==> config.mk <==
export PLATFORM = sky130hd
export DESIGN_NAME = snn_window_classifier
export DESIGN_NICKNAME = d
export VERILOG_FILES = /design/src/rtl/snn_pkg.sv /design/src/rtl/lif_neuron.sv /design/src/rtl/snn_window_classifier.sv
export SDC_FILE = /design/constraint.sdc
export NUM_CORES = 2
export LEC_CHECK = 0
export CORE_ASPECT_RATIO = 2
export CORE_MARGIN = 2
export CORE_UTILIZATION = 55
export DETAILED_ROUTE_END_ITERATION = 16
export PLACE_DENSITY = 0.74
export SKIP_CTS_REPAIR_TIMING = 1
export SLEW_MARGIN = 10
export SYNTH_ARGS = -nofsm -noshare
export SYNTH_HDL_FRONTEND = slang
export SYNTH_SLANG_ARGS = --single-unit
==> constraint.sdc <==
create_clock -name clk_i -period 16.2 [get_ports clk_i]
set_input_delay 4.86 -clock clk_i [delete_from_list [all_inputs] [get_ports clk_i]]
set_output_delay 4.86 -clock clk_i [all_outputs]
set_load 0.05 [all_outputs]
==> src/rtl/snn_pkg.sv <==
// Shared FSM encodings and width helpers for the spiking window classifier.
// Widths are derived from the instance parameters through these functions.
package snn_pkg;

  localparam logic [2:0] ST_IDLE   = 3'd0;
  localparam logic [2:0] ST_RUN    = 3'd1;
  localparam logic [2:0] ST_DRAIN  = 3'd2;
  localparam logic [2:0] ST_ARGMAX = 3'd3;
  localparam logic [2:0] ST_DONE   = 3'd4;

  // A vector always needs at least one bit, even for a single-entry range.
  function automatic int clog2_min1(input int n);
    return (n > 1) ? $clog2(n) : 1;
  endfunction

  function automatic int addr_width(input int n_in, input int n_hid, input int n_out);
    return clog2_min1(n_in * n_hid + n_hid * n_out);
  endfunction

  function automatic int cur_width(input int wp, input int n_src);
    return wp + $clog2(n_src + 1);
  endfunction

  function automatic int out_base(input int n_in, input int n_hid);
    return n_in * n_hid;
  endfunction

endpackage

==> src/rtl/lif_neuron.sv <==
// Leaky integrate-and-fire neuron with a saturating membrane and an adaptive
// threshold that rises on each spike and decays back toward a floor.
module lif_neuron #(
  parameter int MEM_W         = 8,
  parameter int CUR_W         = 7,
  parameter int LEAK_SHIFT    = 3,
  parameter int THRESHOLD     = 16,
  parameter int THRESHOLD_INC = 2,
  parameter int THRESHOLD_DEC = 1,
  parameter int THRESHOLD_MIN = 8,
  parameter int THRESHOLD_MAX = 64
) (
  input  logic             clk_i,
  input  logic             rst_ni,
  input  logic             clear_i,
  input  logic             en_i,
  input  logic [CUR_W-1:0] current_i,
  output logic             spike_o
);

  localparam int SUM_W = ((MEM_W > CUR_W) ? MEM_W : CUR_W) + 1;
  localparam logic [SUM_W-1:0] V_SAT     = SUM_W'({MEM_W{1'b1}});
  localparam logic [MEM_W-1:0] THR_INIT  = MEM_W'(THRESHOLD);
  localparam logic [MEM_W:0]   THR_MAX_V = (MEM_W+1)'(THRESHOLD_MAX);
  localparam logic [MEM_W:0]   THR_LOW_V = (MEM_W+1)'(THRESHOLD_MIN + THRESHOLD_DEC);

  logic [MEM_W-1:0] v_q, thr_q, v_next, thr_hi, thr_lo;
  logic [SUM_W-1:0] v_sum;
  logic [MEM_W:0]   thr_inc;
  logic             fire;

  always_comb begin
    v_sum   = SUM_W'(v_q - (v_q >> LEAK_SHIFT)) + SUM_W'(current_i);
    v_next  = (v_sum > V_SAT) ? {MEM_W{1'b1}} : v_sum[MEM_W-1:0];
    fire    = (v_next >= thr_q);
    thr_inc = {1'b0, thr_q} + (MEM_W+1)'(THRESHOLD_INC);
    thr_hi  = (thr_inc > THR_MAX_V) ? THR_MAX_V[MEM_W-1:0] : thr_inc[MEM_W-1:0];
    thr_lo  = ({1'b0, thr_q} < THR_LOW_V) ? MEM_W'(THRESHOLD_MIN)
                                          : thr_q - MEM_W'(THRESHOLD_DEC);
  end

  assign spike_o = en_i & fire;

  always_ff @(posedge clk_i or negedge rst_ni) begin
    if (!rst_ni) begin
      v_q   <= '0;
      thr_q <= THR_INIT;
    end else if (clear_i) begin
      v_q   <= '0;
      thr_q <= THR_INIT;
    end else if (en_i) begin
      if (fire) begin
        v_q   <= '0;
        thr_q <= thr_hi;
      end else begin
        v_q   <= v_next;
        thr_q <= thr_lo;
      end
    end
  end

endmodule

==> src/rtl/snn_window_classifier.sv <==
// Two-layer LIF spiking classifier: integrates input spikes over a fixed window,
// counts output spikes per class, then scans the counters for the winner.
module snn_window_classifier
  import snn_pkg::*;
#(
  parameter int NUM_IN        = 8,
  parameter int NUM_HID       = 4,
  parameter int NUM_OUT       = 10,
  parameter int WIDTH_P       = 3,
  parameter int MEM_W         = 8,
  parameter int CNT_W         = 8,
  parameter int WINDOW        = 64,
  parameter int LEAK_SHIFT    = 3,
  parameter int THRESHOLD     = 16,
  parameter int THRESHOLD_INC = 2,
  parameter int THRESHOLD_DEC = 1,
  parameter int THRESHOLD_MIN = 8,
  parameter int THRESHOLD_MAX = 64
) (
  input  logic                                           clk_i,
  input  logic                                           rst_ni,
  input  logic                                           start_i,
  input  logic                                           abort_i,
  input  logic [NUM_IN-1:0]                              in_spike_i,
  input  logic                                           wr_en_i,
  input  logic [addr_width(NUM_IN, NUM_HID, NUM_OUT)-1:0] wr_addr_i,
  input  logic [WIDTH_P-1:0]                             wr_data_i,
  output logic                                           busy_o,
  output logic                                           valid_o,
  output logic [clog2_min1(NUM_OUT)-1:0]                 predicted_o,
  output logic [CNT_W-1:0]                               max_count_o,
  output logic                                           tie_o
);

  localparam int ADDR_W    = addr_width(NUM_IN, NUM_HID, NUM_OUT);
  localparam int CLS_W     = clog2_min1(NUM_OUT);
  localparam int WIN_W     = clog2_min1(WINDOW);
  localparam int HID_CUR_W = cur_width(WIDTH_P, NUM_IN);
  localparam int OUT_CUR_W = cur_width(WIDTH_P, NUM_HID);
  localparam int OUT_BASE  = out_base(NUM_IN, NUM_HID);
  localparam int NUM_SYN   = OUT_BASE + NUM_HID * NUM_OUT;

  localparam logic [ADDR_W:0]  NUM_SYN_V = (ADDR_W+1)'(NUM_SYN);
  localparam logic [WIN_W-1:0] WIN_LAST  = WIN_W'(WINDOW - 1);
  localparam logic [CLS_W-1:0] IDX_LAST  = CLS_W'(NUM_OUT - 1);
  localparam logic [CNT_W-1:0] CNT_MAX   = {CNT_W{1'b1}};

  logic [WIDTH_P-1:0]   weight_q [NUM_SYN];
  logic [2:0]           state_q;
  logic [WIN_W-1:0]     cyc_q;
  logic [CLS_W-1:0]     idx_q, best_idx_q;
  logic [CNT_W-1:0]     best_cnt_q;
  logic                 best_tie_q;
  logic [CNT_W-1:0]     count_q [NUM_OUT];
  logic [NUM_HID-1:0]   hid_spike, hid_spike_q;
  logic [NUM_OUT-1:0]   out_spike;
  logic [NUM_IN-1:0]    in_gated;
  logic [HID_CUR_W-1:0] hid_cur [NUM_HID];
  logic [OUT_CUR_W-1:0] out_cur [NUM_OUT];
  logic                 neuron_en, neuron_clr, wr_ok;

  assign busy_o     = (state_q != ST_IDLE);
  assign neuron_en  = (state_q == ST_RUN) || (state_q == ST_DRAIN);
  assign neuron_clr = (state_q == ST_IDLE) && start_i;
  assign in_gated   = (state_q == ST_RUN) ? in_spike_i : '0;
  assign wr_ok      = wr_en_i && !busy_o && ({1'b0, wr_addr_i} < NUM_SYN_V);

  always_ff @(posedge clk_i or negedge rst_ni) begin
    if (!rst_ni) begin
      for (int s = 0; s < NUM_SYN; s++) weight_q[s] <= '0;
    end else if (wr_ok) begin
      weight_q[wr_addr_i] <= wr_data_i;
    end
  end

  // Synapse a = hid*NUM_IN + in for layer 1; OUT_BASE + out*NUM_HID + hid for layer 2.
  always_comb begin
    for (int j = 0; j < NUM_HID; j++) begin
      hid_cur[j] = '0;
      for (int i = 0; i < NUM_IN; i++)
        if (in_gated[i]) hid_cur[j] = hid_cur[j] + HID_CUR_W'(weight_q[j*NUM_IN + i]);
    end
    for (int k = 0; k < NUM_OUT; k++) begin
      out_cur[k] = '0;
      for (int j = 0; j < NUM_HID; j++)
        if (hid_spike_q[j]) out_cur[k] = out_cur[k] + OUT_CUR_W'(weight_q[OUT_BASE + k*NUM_HID + j]);
    end
  end

  for (genvar j = 0; j < NUM_HID; j++) begin : g_hid
    lif_neuron #(
      .MEM_W(MEM_W), .CUR_W(HID_CUR_W), .LEAK_SHIFT(LEAK_SHIFT),
      .THRESHOLD(THRESHOLD), .THRESHOLD_INC(THRESHOLD_INC), .THRESHOLD_DEC(THRESHOLD_DEC),
      .THRESHOLD_MIN(THRESHOLD_MIN), .THRESHOLD_MAX(THRESHOLD_MAX)
    ) u_lif (
      .clk_i(clk_i), .rst_ni(rst_ni), .clear_i(neuron_clr), .en_i(neuron_en),
      .current_i(hid_cur[j]), .spike_o(hid_spike[j])
    );
  end

  for (genvar k = 0; k < NUM_OUT; k++) begin : g_out
    lif_neuron #(
      .MEM_W(MEM_W), .CUR_W(OUT_CUR_W), .LEAK_SHIFT(LEAK_SHIFT),
      .THRESHOLD(THRESHOLD), .THRESHOLD_INC(THRESHOLD_INC), .THRESHOLD_DEC(THRESHOLD_DEC),
      .THRESHOLD_MIN(THRESHOLD_MIN), .THRESHOLD_MAX(THRESHOLD_MAX)
    ) u_lif (
      .clk_i(clk_i), .rst_ni(rst_ni), .clear_i(neuron_clr), .en_i(neuron_en),
      .current_i(out_cur[k]), .spike_o(out_spike[k])
    );
  end

  always_ff @(posedge clk_i or negedge rst_ni) begin
    if (!rst_ni) begin
      hid_spike_q <= '0;
      for (int k = 0; k < NUM_OUT; k++) count_q[k] <= '0;
    end else if (neuron_clr) begin
      hid_spike_q <= '0;
      for (int k = 0; k < NUM_OUT; k++) count_q[k] <= '0;
    end else if (neuron_en) begin
      hid_spike_q <= hid_spike;
      for (int k = 0; k < NUM_OUT; k++)
        if (out_spike[k] && count_q[k] != CNT_MAX) count_q[k] <= count_q[k] + 1'b1;
    end
  end

  // Counters settle on the DRAIN edge, so the scan's running best starts from zero.
  always_ff @(posedge clk_i or negedge rst_ni) begin
    if (!rst_ni) begin
      state_q     <= ST_IDLE;
      cyc_q       <= '0;
      idx_q       <= '0;
      best_idx_q  <= '0;
      best_cnt_q  <= '0;
      best_tie_q  <= 1'b0;
      valid_o     <= 1'b0;
      predicted_o <= '0;
      max_count_o <= '0;
      tie_o       <= 1'b0;
    end else begin
      valid_o <= 1'b0;
      if (abort_i && state_q != ST_IDLE) begin
        state_q <= ST_IDLE;
      end else begin
        case (state_q)
          ST_IDLE: begin
            if (start_i) begin
              state_q <= ST_RUN;
              cyc_q   <= '0;
            end
          end
          ST_RUN: begin
            if (cyc_q == WIN_LAST) state_q <= ST_DRAIN;
            else                   cyc_q   <= cyc_q + 1'b1;
          end
          ST_DRAIN: begin
            state_q    <= ST_ARGMAX;
            idx_q      <= '0;
            best_idx_q <= '0;
            best_cnt_q <= '0;
            best_tie_q <= 1'b0;
          end
          ST_ARGMAX: begin
            if (count_q[idx_q] > best_cnt_q) begin
              best_cnt_q <= count_q[idx_q];
              best_idx_q <= idx_q;
              best_tie_q <= 1'b0;
            end else if (count_q[idx_q] == best_cnt_q && idx_q != best_idx_q) begin
              best_tie_q <= 1'b1;
            end
            if (idx_q == IDX_LAST) state_q <= ST_DONE;
            else                   idx_q   <= idx_q + 1'b1;
          end
          ST_DONE: begin
            valid_o     <= 1'b1;
            predicted_o <= best_idx_q;
            max_count_o <= best_cnt_q;
            tie_o       <= best_tie_q;
            state_q     <= ST_IDLE;
          end
          default: state_q <= ST_IDLE;
        endcase
      end
    end
  end

endmodule

After elaboration in Yosys (flattened, before gate mapping)
Cells that the tools add are included.
{"block": "totals", "register_bits": 564, "latchBits": 0, "ramBits": 0, "romBits": 0, "input_bits": 23, "n_memories": 0}
{"block": "classes", "add_sub_neg": 126, "mul": 0, "n_div": 0, "magnitude_cmp": 61, "eq_ne": 26, "shifts": 0, "muxes": 238, "n_bitwise": 17, "n_reduce_logical": 49}
{"cell": "2-to-1 mux 8 bit", "n": 140}
{"cell": "bitwise mux 216 bit", "n": 1}
{"cell": "adder 7 x 3 -> 7 bit", "n": 28}
{"cell": "2-to-1 mux 7 bit", "n": 28}
{"cell": "2-to-1 mux 6 bit", "n": 32}
{"cell": "adder 6 x 3 -> 6 bit", "n": 30}
{"cell": "2-to-1 mux 80 bit", "n": 2}
{"cell": "adder 8 x 2 -> 9 bit (second input constant)", "n": 14}
{"cell": "> comparator 9 x 7 -> 1 bit (second input constant)", "n": 14}
{"cell": "> comparator 9 x 8 -> 1 bit (second input constant)", "n": 14}
{"cell": "subtractor 8 x 5 -> 9 bit", "n": 14}
{"cell": "greater-or-equal comparator 8 bit", "n": 14}
{"cell": "< comparator 8 x 4 -> 1 bit (second input constant)", "n": 14}
{"cell": "subtractor 8 x 1 -> 8 bit (second input constant)", "n": 14}
{"cell": "adder 9 x 6 -> 9 bit", "n": 10}
{"cell": "adder 8 x 1 -> 8 bit (second input constant)", "n": 10}
{"cell": "!= test 8 bit (second input constant)", "n": 10}
{"cell": "2-to-1 mux 3 bit", "n": 19}
{"cell": "adder 9 x 7 -> 9 bit", "n": 4}
{"cell": "binary-select mux 8 bit (select 4 bit)", "n": 1}
{"cell": "nonzero test 2 bit", "n": 13}
{"cell": "AND reduction 2 bit", "n": 11}
{"cell": "demux 3 bit (select 7 bit)", "n": 1}
{"cell": "logical AND 1 bit", "n": 16}
{"cell": "other kinds (35)", "n": 63}

Depth between registers and ports, before layout
{"block": "logic_depth", "ltp_word": 24, "depth_mapped": 53}

By module
A second synthesis with hierarchy kept.
{"block": "unflattened", "hier_cells": 5845, "area_unflattened_um2": 52073.7}
{"mod": "snn_window_classifier", "n_inst": 1, "cells_per_inst": 2510, "area_each_um2": 25129.1, "seq_area_each_um2": 8508.2}
{"mod": "lif_neuron (g_out[3].u_lif ...)", "n_inst": 7, "cells_per_inst": 252, "area_each_um2": 1973.1, "seq_area_each_um2": 401.6}
{"mod": "lif_neuron (g_hid[0].u_lif ...)", "n_inst": 4, "cells_per_inst": 226, "area_each_um2": 1876.8, "seq_area_each_um2": 401.6}
{"mod": "lif_neuron (g_out[0].u_lif ...)", "n_inst": 2, "cells_per_inst": 220, "area_each_um2": 1855.5, "seq_area_each_um2": 401.6}
{"mod": "lif_neuron (g_out[2].u_lif)", "n_inst": 1, "cells_per_inst": 227, "area_each_um2": 1914.3, "seq_area_each_um2": 401.6}

Least setup slack after synthesis
OpenSTA, ideal clock, no wires.
{"block": "synth_timing", "kind": "input to register", "start": "input port in_spike_i[0]", "end": "register g_hid[3].u_lif.thr_q[5]", "t_arrival_ns": 15.242, "t_required_ns": 16.135, "path_slack_ns": 0.893, "stages": 48, "path_buffers": 2, "path_cell_list": "and4bb_1 -> clkbuf_1 -> and2_1 -> ha_1 -> fa_1 -> a22oi_1 -> fa_1 -> mux2i_1 -> fa_1 -> mux2i_1 -> fa_1 -> mux2i_1 -> inv_1 -> fa_1 -> o21ai_0 -> inv_1 -> fa_1 -> nand2_1 -> [... 12 more ...] -> o21bai_1 -> a21oi_1 -> o21bai_1 -> a21oi_1 -> xnor2_1 -> nor2_1 -> ha_1 -> nand2b_1 -> a21o_1 -> a21o_1 -> a21o_1 -> a21o_1 -> a2111oi_1 -> o21a_1 -> buf_2 -> nand2_1 -> o32ai_1 -> o22a_1"}
{"block": "synth_via", "elab_chain_cells": 23}
{"element": "start: declaration", "line_no": "snn_window_classifier.sv:24", "rtl": "input logic [NUM_IN-1:0] in_spike_i,"}
{"element": "2-to-1 mux 8 bit *", "line_no": "snn_window_classifier.sv:65", "rtl": "assign in_gated = (state_q == ST_RUN) ? in_spike_i : '0;"}
{"element": "2-to-1 mux 3 bit *", "line_no": "snn_window_classifier.sv:81", "rtl": "if (in_gated[i]) hid_cur[j] = hid_cur[j] + HID_CUR_W'(weight_q[j*NUM_IN + i]);"}
{"element": "adder 7 x 3 -> 7 bit", "line_no": "snn_window_classifier.sv:81"}
{"element": "2-to-1 mux 7 bit *", "line_no": "snn_window_classifier.sv:81"}
{"element": "adder 7 x 3 -> 7 bit", "line_no": "snn_window_classifier.sv:81"}
{"element": "2-to-1 mux 7 bit *", "line_no": "snn_window_classifier.sv:81"}
{"element": "adder 7 x 3 -> 7 bit", "line_no": "snn_window_classifier.sv:81"}
{"element": "2-to-1 mux 7 bit *", "line_no": "snn_window_classifier.sv:81"}
{"element": "[... 7 more ...]"}
{"element": "2-to-1 mux 7 bit *", "line_no": "snn_window_classifier.sv:81"}
{"element": "adder 9 x 7 -> 9 bit *", "line_no": "lif_neuron.sv:33", "rtl": "v_sum = SUM_W'(v_q - (v_q >> LEAK_SHIFT)) + SUM_W'(current_i);"}
{"element": "> comparator 9 x 8 -> 1 bit", "line_no": "lif_neuron.sv:34", "rtl": "v_next = (v_sum > V_SAT) ? {MEM_W{1'b1}} : v_sum[MEM_W-1:0];"}
{"element": "2-to-1 mux 8 bit *", "line_no": "lif_neuron.sv:34"}
{"element": "greater-or-equal comparator 8 bit *", "line_no": "lif_neuron.sv:35", "rtl": "fire = (v_next >= thr_q);"}
{"element": "2-to-1 mux 8 bit *", "line_no": "lif_neuron.sv:52", "rtl": "if (fire) begin"}
{"element": "2-to-1 mux 8 bit *", "line_no": "lif_neuron.sv:51", "rtl": "end else if (en_i) begin"}
{"element": "2-to-1 mux 8 bit *", "line_no": "lif_neuron.sv:48", "rtl": "end else if (clear_i) begin"}
{"element": "end signal: assignment", "line_no": "lif_neuron.sv:54", "rtl": "thr_q <= thr_hi;"}
{"element": "end signal: assignment", "line_no": "lif_neuron.sv:57", "rtl": "thr_q <= thr_lo;"}
{"element": "end: declaration", "line_no": "lif_neuron.sv:27", "rtl": "logic [MEM_W-1:0] v_q, thr_q, v_next, thr_hi, thr_lo;"}
Every way passes the cells marked *; elsewhere a longest branch is shown, timed or not. The select of a mux whose other input is x is not followed.
A chain may end at the register's enable or synchronous reset.

Worst setup path after layout
{"block": "layout_timing", "start": "input port in_spike_i[0]", "end": "register g_hid[1].u_lif.thr_q[4]"}
{"block": "layout_via", "elab_chain_cells": 23}
{"element": "2-to-1 mux 8 bit *", "line_no": "snn_window_classifier.sv:65"}
{"element": "2-to-1 mux 3 bit *", "line_no": "snn_window_classifier.sv:81"}
{"element": "adder 7 x 3 -> 7 bit", "line_no": "snn_window_classifier.sv:81"}
{"element": "2-to-1 mux 7 bit *", "line_no": "snn_window_classifier.sv:81"}
{"element": "adder 7 x 3 -> 7 bit", "line_no": "snn_window_classifier.sv:81"}
{"element": "2-to-1 mux 7 bit *", "line_no": "snn_window_classifier.sv:81"}
{"element": "adder 7 x 3 -> 7 bit", "line_no": "snn_window_classifier.sv:81"}
{"element": "2-to-1 mux 7 bit *", "line_no": "snn_window_classifier.sv:81"}
{"element": "[... 7 more ...]"}
{"element": "2-to-1 mux 7 bit *", "line_no": "snn_window_classifier.sv:81"}
{"element": "adder 9 x 7 -> 9 bit *", "line_no": "lif_neuron.sv:33"}
{"element": "> comparator 9 x 8 -> 1 bit", "line_no": "lif_neuron.sv:34"}
{"element": "2-to-1 mux 8 bit *", "line_no": "lif_neuron.sv:34"}
{"element": "greater-or-equal comparator 8 bit *", "line_no": "lif_neuron.sv:35"}
{"element": "2-to-1 mux 8 bit *", "line_no": "lif_neuron.sv:52"}
{"element": "2-to-1 mux 8 bit *", "line_no": "lif_neuron.sv:51"}
{"element": "2-to-1 mux 8 bit *", "line_no": "lif_neuron.sv:48"}
{"element": "end signal: assignment", "line_no": "lif_neuron.sv:54"}
{"element": "end signal: assignment", "line_no": "lif_neuron.sv:57"}
{"element": "end: declaration", "line_no": "lif_neuron.sv:27"}
Marks and branches as above.

==> impl_metrics.env <==
export IMPL_finalMaxSlewViolations=0
export IMPL_finalCriticalPeriod_ns=15.42
export IMPL_tritoncts="yes"
export IMPL_overflow=0
export IMPL_finish_net_count=5752
export IMPL_grt_max_degree=141
export IMPL_multi_input_area_um2=30700
export IMPL_max_cap_violations=0
export IMPL_via_per_inst=6.01
export IMPL_synth_warnings=0
export IMPL_power_leakage_nw=24.2
export IMPL_diodes=0
export IMPL_drtIter0Drc=2506
export IMPL_clock_latency_ns=0.66
export IMPL_synthesis_area_um2=47300
export IMPL_cts_root_buf="clkbuf_16"
export IMPL_critPathLaunchType="input port"
export IMPL_cp_end_kind="flip-flop"
export IMPL_io_pins=38
export IMPL_clk_pin_slew_ns=0.06
export IMPL_placementRows=152
export IMPL_crit_type="in -> reg"
export IMPL_fillers=7146
export IMPL_antenna_found_initial=0
export IMPL_dp_hpwl_mm=82.5
export IMPL_ys_seq_area_share_pct=29.9
export IMPL_die_area_um2=88400
export IMPL_synth_fp_nets=5781
export IMPL_slowest_stage="clkdlybuf4s50_1"
export IMPL_h_tree_depth=2
export IMPL_cts_sinks=564
export IMPL_initial_core_util_pct=55.3
export IMPL_fin_crit_sh_pct=95.2
export IMPL_peakVddDrop_uv=208
export IMPL_core_area_um2=85400
export IMPL_cts_buffers=57
export IMPL_crit_path_frequent_cell="fa_1"
export IMPL_fmax_ghz=0.0649
export IMPL_setup_violations=0
export IMPL_outcome="complete, no violations"
export IMPL_finalHoldViolations=0
export IMPL_clockBufferDepth=3
export IMPL_cp_required_ns=16.76
export IMPL_grt_pass1_vias=38100
export IMPL_port_buffers=37
export IMPL_yosys_cell_types_count=101
export IMPL_die_y_um=419
export IMPL_synth_edf_count=0
export IMPL_holdCritPathClass="reg -> reg"
export IMPL_area_delta_synth_final_pct=7.43
export IMPL_powerDensity_nw_per_um2=229
export IMPL_arrival_ns=15.98
export IMPL_grt_usage_pct=26.4
export IMPL_wl_mm=115
export IMPL_finClkSkew_ns=0.0151
export IMPL_cp_max_fo=9
export IMPL_whs_ns=0.466
export IMPL_slew_limit_headroom_pct=14.9
export IMPL_place_congestion=0.890
export IMPL_worst_slew_pin_slew_ns=1.26
export IMPL_async_reset_ff_share_pct=100
export IMPL_fin_tns_setup_ns=0
export IMPL_slowest_delay_ns=0.55
export IMPL_regArea_um2=14100
export IMPL_drc=0
export IMPL_pre_cts_ws_ns=-0.108
export IMPL_drive_above_1_share_pct=11.1
export IMPL_avgSynthCellArea_um2=9.25
export IMPL_syn_inst=5106
export IMPL_fin_ws_ns=0.781
export IMPL_ys_ff_latch=564
export IMPL_synth_ff_type="dfrtp_1"
export IMPL_first_pass_iters=5
export IMPL_die_w_um=211
export IMPL_route_vias_total=37300
export IMPL_wl_per_cell_um=18.6
export IMPL_grt_pass1_wl_mm=192
export IMPL_detail_route_antenna_nets=0
export IMPL_rsz0062_at_grt="false"
worst paths after layout:
| path | from | endpoint | slack [ns] | cells past startpoint |
|---|---|---|---|---|
| max in group asynchronous | rst_ni | max_count_o[6] | 9.61 | 3 |
| setup reg to reg | state_q[2] | g_hid[1].u_lif.thr_q[4] | 4.77 | 47 |
| hold / removal | state_q[2] | state_q[1] | 0.47 | 1 |
| setup / recovery | in_spike_i[0] | g_hid[1].u_lif.thr_q[4] | 0.78 | 47 |
| min in group asynchronous | rst_ni | g_hid[0].u_lif.v_q[7] | 4.22 | 1 |
| hold reg to reg | state_q[2] | state_q[1] | 0.47 | 1 |
power by group:
group	switching [W]	total, W	internal, W
logic	0.00473	0.00813	0.00340
registers	0.000354	0.00209	0.00174
clock network	0.000630	0.00140	0.000767
logic make-up (layout without fill, tap and decap cells):
kind of cell	after synthesis	after routing	synth area share (%)
XOR/XNOR	320	320	6.10
flip-flops	564	564	29.9
AND/OR/NAND/NOR	1391	1391	14.3
multiplexers	379	379	9.22
AO/OA/AOI/OAI	1142	1142	15.9
buffers and inverters	658	676	5.30
adder cells (fa/ha/maj)	652	652	19.3
Yosys cell counts, types with 45 or more instances:
cell | instances | area, µm²
a21o_1 | 122 | 916
xnor2_1 | 226 | 1980
inv_1 | 464 | 1740
mux2_2 | 291 | 3280
nor3_1 | 90 | 450
clkbuf_1 | 160 | 601
fa_1 | 127 | 2540
mux2i_1 | 72 | 721
o21ai_0 | 254 | 1270
a21oi_1 | 277 | 1390
xor2_1 | 85 | 744
nor2_1 | 323 | 1210
and2_1 | 45 | 282
nand2b_1 | 72 | 450
nor2b_1 | 120 | 751
dfrtp_1 | 550 | 13800
nand4_1 | 52 | 325
a22o_1 | 103 | 902
nand3_1 | 115 | 576
nand2_1 | 411 | 1540
ha_1 | 525 | 6570
layout by cell type, fill, tap and decap left out, drive strengths merged, types with 13 or more instances in the layout:
master	instances
mux4	16
a21oi	279
o2bb2ai	13
nor4	31
mux2i	72
a31oi	40
or2	22
fa	127
clkdlybuf4s50	33
nand2b	72
or3	19
a211oi	14
and3	29
a22oi	17
o31ai	19
nor3	90
inv	473
xor2	87
nor2b	120
a22o	103
nand2	412
nand4	52
buf	73
ha	525
mux2	291
nor2	328
dfrtp	550
dfstp	14
o211ai	24
o21bai	36
o21ai	263
nand3b	19
o22ai	40
clkbuf	80
a21o	122
and2	48
nand3	115
xnor2	233
o21a	25
layout make-up:
type / instances / area share, %
inverter: 464 / 3.43
clock inverter: 26 / 0.601
multi-input combinational: 3884 / 60.5
timing repair buffer: 106 / 1.78
clock buffer: 80 / 3.18
tap: 1078 / 2.66
sequential: 564 / 27.8
routing by layer:
layer	vias to the layer above	global-route usage (%)	wire (µm)
met3	221	3.32	5330
met1	18400	33.2	49100
li1	17900	-	-
met5	-	0	0
met4	0	11.5	5230
met2	818	45.4	55500
critical path, delay by kind of cell:
kind            cells  cell delay, ns
simple gates        9            1.33
xor+xnor            2            0.47
compound gates     17            3.49
mux                 3            0.64
fa+ha+maj          11            4.25
buf+inv             5            0.93
stage by stage:
stage | area (µm²) | total power (W) | instances | util (%)
CTS | 50700 | 0.0116 | 6202 | 59.4
global placement | 48800 | 0.00983 | 6096 | 57.1
floorplan | 47300 | 0.00823 | 5106 | -
finish | 50800 | 0.0116 | 6202 | 59.5
global route | 50800 | 0.0128 | 6202 | 59.5
detailed placement | 48800 | 0.0101 | 6096 | 57.1
flip-flops by register name (all words and copies together), names as in the netlist, 3 cells and up:
register           count
weight_q             216
count_q               80
g_out.u_lif.thr_q     80
g_out.u_lif.v_q       80
g_hid.u_lif.thr_q     32
g_hid.u_lif.v_q       32
best_cnt_q             8
max_count_o            8
cyc_q                  6
best_idx_q             4
hid_spike_q            4
idx_q                  4
predicted_o            4
state_q                3
No activity file was read; power rests on OpenSTA's default activity.
